## src/rtl/ascon_pkg.sv

```systemverilog
// ascon_pkg: shared widths, byte counts and serializer state encoding
package ascon_pkg;
  localparam int CIPHER_W = 1472;
  localparam int TAG_W = 128;
  localparam int CIPHER_BYTES_DEF = CIPHER_W / 8;
  localparam int TAG_BYTES_DEF = TAG_W / 8;
  localparam int CNT_W = 16;
  typedef enum logic [1:0] {IDLE, SEND_CIPHER, SEND_TAG, DONE} ser_state_t;
endpackage

```

## src/rtl/ascon_out_serializer.sv

```systemverilog
// ascon_out_serializer: streams a captured ASCON ciphertext then tag, MSB byte first, over a valid/ready byte port
// Ports:
//   clock_i, reset_i (async, active-high)
//   cipher_i/en_cipher_reg_i, tag_i/en_tag_reg_i : capture inputs, honoured only while idle
//   end_ascon_i  : completion level; its rising edge requests a frame
//   byte_o/byte_valid_o/byte_ready_i : output byte handshake
//   busy_o, done_o (one-cycle end-of-frame pulse), overrun_o (sticky capture-while-busy)
module ascon_out_serializer
  import ascon_pkg::*;
#(
  parameter int CIPHER_BYTES = CIPHER_BYTES_DEF,
  parameter int TAG_BYTES = TAG_BYTES_DEF
) (
  input  logic                clock_i,
  input  logic                reset_i,
  input  logic [CIPHER_W-1:0] cipher_i,
  input  logic [TAG_W-1:0]    tag_i,
  input  logic                en_cipher_reg_i,
  input  logic                en_tag_reg_i,
  input  logic                end_ascon_i,
  output logic [7:0]          byte_o,
  output logic                byte_valid_o,
  input  logic                byte_ready_i,
  output logic                busy_o,
  output logic                done_o,
  output logic                overrun_o
);
  localparam logic [CNT_W-1:0] C_LAST = CNT_W'(CIPHER_BYTES - 1);
  localparam logic [CNT_W-1:0] T_LAST = CNT_W'(TAG_BYTES - 1);
  ser_state_t state, state_n;
  logic [CIPHER_W-1:0] cipher_sr;
  logic [TAG_W-1:0] tag_sr;
  logic [CNT_W-1:0] cnt;
  logic cipher_ok, tag_ok, start_pending, end_q;
  logic idle, rise, start, xfer, last;
  always_ff @(posedge clock_i or posedge reset_i)
    if (reset_i) state <= IDLE;
    else state <= state_n;
  always_comb begin
    idle = state == IDLE;
    rise = end_ascon_i && !end_q;
    byte_valid_o = (state == SEND_CIPHER) || (state == SEND_TAG);
    busy_o = !idle;
    done_o = state == DONE;
    xfer = byte_valid_o && byte_ready_i;
    last = (state == SEND_CIPHER) ? (cnt == C_LAST) : (cnt == T_LAST);
    start = idle && start_pending && cipher_ok && tag_ok;
    byte_o = (state == SEND_CIPHER) ? cipher_sr[CIPHER_W-1 -: 8] :
             (state == SEND_TAG) ? tag_sr[TAG_W-1 -: 8] : 8'h00;
    state_n = state;
    case (state)
      IDLE:        state_n = start ? SEND_CIPHER : IDLE;
      SEND_CIPHER: state_n = (xfer && last) ? SEND_TAG : SEND_CIPHER;
      SEND_TAG:    state_n = (xfer && last) ? DONE : SEND_TAG;
      default:     state_n = IDLE;
    endcase
  end
  always_ff @(posedge clock_i or posedge reset_i)
    if (reset_i) begin
      cipher_sr <= '0;
      tag_sr <= '0;
      cnt <= '0;
      cipher_ok <= 1'b0;
      tag_ok <= 1'b0;
      start_pending <= 1'b0;
      end_q <= 1'b0;
      overrun_o <= 1'b0;
    end else begin
      end_q <= end_ascon_i;
      if (busy_o && (en_cipher_reg_i || en_tag_reg_i)) overrun_o <= 1'b1;
      if (idle && en_cipher_reg_i) begin
        cipher_sr <= cipher_i;
        cipher_ok <= 1'b1;
      end
      if (idle && en_tag_reg_i) begin
        tag_sr <= tag_i;
        tag_ok <= 1'b1;
      end
      // a pending request survives until both halves of the frame are present
      if (start) start_pending <= 1'b0;
      else if (idle && rise) start_pending <= 1'b1;
      if (done_o) begin
        cipher_ok <= 1'b0;
        tag_ok <= 1'b0;
      end
      if (xfer) begin
        if (state == SEND_CIPHER) cipher_sr <= {cipher_sr[CIPHER_W-9:0], 8'h00};
        else tag_sr <= {tag_sr[TAG_W-9:0], 8'h00};
        cnt <= last ? '0 : cnt + 1'b1;
      end
    end
endmodule

```

## config.mk

```make
export PLATFORM = sky130hd
export DESIGN_NAME = ascon_out_serializer
export DESIGN_NICKNAME = d
export VERILOG_FILES = /design/src/rtl/ascon_pkg.sv /design/src/rtl/ascon_out_serializer.sv
export SDC_FILE = /design/constraint.sdc
export NUM_CORES = 2
export LEC_CHECK = 0
export BUFFER_PORTS_ARGS = -buffer_cell sky130_fd_sc_hd__buf_2
export CORE_AREA = 3 3 629 631
export CTS_BUF_LIST = sky130_fd_sc_hd__clkbuf_2
export CTS_CLUSTER_SIZE = 25
export DETAILED_ROUTE_END_ITERATION = 10
export DIE_AREA = 0 0 632 634
export GPL_ROUTABILITY_DRIVEN = 0
export MAX_ROUTING_LAYER = met4
export PLACE_DENSITY = 0.42
export RECOVER_POWER = 25
export REMOVE_ABC_BUFFERS = 1
export SYNTH_ARGS = -nofsm -noshare
export SYNTH_HDL_FRONTEND = slang
export SYNTH_SLANG_ARGS = --single-unit
```

## constraint.sdc

```tcl
create_clock -name clock_i -period 102.4 [get_ports clock_i]
set_clock_uncertainty 0.15 [all_clocks]
set_input_delay 15.36 -clock clock_i [delete_from_list [all_inputs] [get_ports clock_i]]
set_output_delay 15.36 -clock clock_i [all_outputs]
set_load 0.01 [all_outputs]
```

==> impl_metrics.ini <==
[grt]
grt_pass1_vias = 67008
antenna_found_initial = 264
grt_pass1_wl_um = 445600
grt_max_degree = 245
overflow = 0
grt_usage_pct = 15.10

[timing]
setup_tns_ns = 0
min_period_over_period_pct = 26.34
hold_violations = 0
fmax_ghz = 0.03708
max_slew.worst_pin.slew_ns = 7.812
setup_slack_ns = 75.43
slew_headroom_pct = -420.8
finalMaxSlewViolations = 1338
setup_viol = 0
layout_min_cycle_time_ns = 26.97
grt_setup_unrepaired = false

[synth]
ys_ff_latch = 1623
synth-compound-area-share_pct = 13.80
synth_edf_count = 0
synth-seq-area-share_pct = 55.91
async_flop_share_pct = 100.0
syn_avg_cell_area_um2 = 8.358
synthXorXnorAreaFrac_pct = 0.1567
yosys.area_share.simple_pct = 23.86
synth_cells = 8691
netlist_area_mm2 = 0.07264
synthMuxAreaShare_pct = 1.654
synthAdderAreaFrac_pct = 0.1033
synth_top_family_by_area = simple AND/OR/NAND/NOR gates
synth.distinct_cells = 36
yosysWarnings = 0
synth_ff_type = dfrtp_1

[layout]
final_layout_size_suffix_gt1_share_pct = 22.95
final_common_cell = nand2_1
syn_to_final_growth_pct = 22.83
fin_area_mm2 = 0.08923
regArea_mm2 = 0.04061
final_cell_mix = nand2_1, dfrtp_1, buf_2
fillCellCount = 44014
nets = 11769
multi_input_area_mm2 = 0.02875

[critical_path]
worstSetupPathType = in -> async
cp-startpoint = reset_i
start_kind = input pin
r2r_slack_ns = 91.06
cp_max_fo = 148
rr_worst_depth = 9
worstPathArrival_ns = 28.57
crit_path_end_kind = async pin
required_ns = 104.00
r2r-start = state[1]

[power_and_ir_drop]
cellLeakagePower_uw = 0.04427
ir_drop_mv = 0.009465
netSwitchingPower_uw = 648.2
power_frac_comb_pct = 20.0
pwr-share-seq_pct = 53.5
clock_power_share_pct = 26.5
p_sw_share_pct = 34.45
p_int_uw = 1233
p_per_area_mw_per_mm2 = 21.09

[die]
ios = 1618
die_h_um = 634
initial_core_util_pct = 18.64
rows = 229
die_w_um = 632
design.core.area_mm2 = 0.3897
dieArea_mm2 = 0.4007

[cts]
root_buffer = clkbuf_2
postCtsSetupRepairBufs = 0
numCtsBuffers = 460
htree_levels = 5
cts_tree = yes
worstSkewPairLatency_ns = 1.86
clk_pin_slew_ns = 0.11
cts_hold_buf = 0
cts_buffer_depth = 4
clkSinkCount = 1623
cts.repair.resized = 0

[detailed_routing]
drc_errors = 0
routedWlPerCell_um = 19.53
finalWirelength_um = 309400
routed_via_density = 4.275
vias = 67736
drt_pass1_iterations = 7
ant_nets = 0
dr.first_iter.drc_count = 4744

[job]
drv_cap = 18

[hold_path]
min_path_cells = 2
hold_start = cipher_sr[453]
hp-class = reg -> reg

[placed_design]
dpl_worst_slack_ns = 80.04
placed_cell_area_mm2 = 0.08486
numPortBuffers = 1617
hpwl_um = 222000

[status]
violations = max-capacitance violations, max-slew violations
status = complete, but fails checks
synthesized netlist by cell type, drive strengths merged (3+ instances only):
master | instances | share of area, %
nor3 | 4 | 0.028
xor2 | 3 | 0.036
clkbuf | 207 | 1.1
nand2 | 3094 | 16
a31oi | 1465 | 13
buf | 493 | 3.4
mux2i | 120 | 1.7
a21oi | 20 | 0.14
ha | 6 | 0.10
inv | 7 | 0.036
a22o | 8 | 0.096
nand3 | 8 | 0.055
nor2 | 1473 | 7.6
nor4 | 6 | 0.060
and3 | 3 | 0.026
xnor2 | 10 | 0.12
and2 | 3 | 0.026
dfrtp | 1623 | 56
o21ai | 125 | 0.86
path summary, 6_finish.rpt:
path                                   end
min in group asynchronous  cipher_sr[1351]
setup reg to reg           cipher_sr[1333]
setup / recovery            cipher_sr[291]
hold / removal              cipher_sr[461]
max in group clock_i       cipher_sr[1333]
hold reg to reg             cipher_sr[461]
state kept, by name (all words and copies together), names as in the netlist:
register	count
cipher_ok	1
tag_ok	1
state	2
cnt	16
start_pending	1
cipher_sr	1472
tag_sr	128
overrun_o	1
end_q	1
worst max-delay path: stages:
cell and delay [ns]:
clkbuf_1 0.08, clkinvlp_2 2.78, clkbuf_1 2.33, clkbuf_1 4.82, buf_4 1.09, buf_12 0.63
buf_4 0.85
final cells by class:
cell class | count | share of cell area [%]
clock buffers | 680 | 3.814
well taps | 5197 | 7.288
diodes | 150 | 0.4207
multi-input cells | 6361 | 32.23
repair buffers | 1704 | 9.924
inverters | 7 | 0.03085
clock inverters | 123 | 0.7797
flip-flops and latches | 1623 | 45.52
power groups by stage:
stage / Combinational [uW] / Sequential (uW) / Clock (uW)
final: 376 / 1010 / 499
after global routing: 437 / 1040 / 557
after CTS: 382 / 1010 / 526
after detailed placement: 381 / 1020 / 0
after global placement: 375 / 1020 / 0
after floorplan: 349 / 1030 / 0
logic make-up after synthesis:
group	count (synthesis)
DFF	1623
muxes	120
adders and majority gates	6
AOI/OAI and AO/OA	1625
xor gates and xnor gates	13
and+or+nand+nor	4597
buffers and inverters	707
layer usage:
metal,vias to the layer above,global-route usage [%],share of wire [%]
met5,-,-,0
li1,32426,-,-
met2,2056,24.75,48
met3,750,3.251,5.7
met4,0,5.640,3.8
met1,32504,18.15,42
through the flow:
step | instances | power, uW | hold slack (ns) | utilization, %
after floorplan | 7991 | 1381 | 0.2963 | -
after global placement | 14892 | 1398 | 0.3082 | 21.78
after detailed placement | 14892 | 1399 | 0.3141 | 21.78
after CTS | 15695 | 1917 | 0.1719 | 22.83
after global routing | 15824 | 2032 | 0.2562 | 22.88
final | 15845 | 1882 | 0.2203 | 22.90
Power figures use the tool's default switching activity.
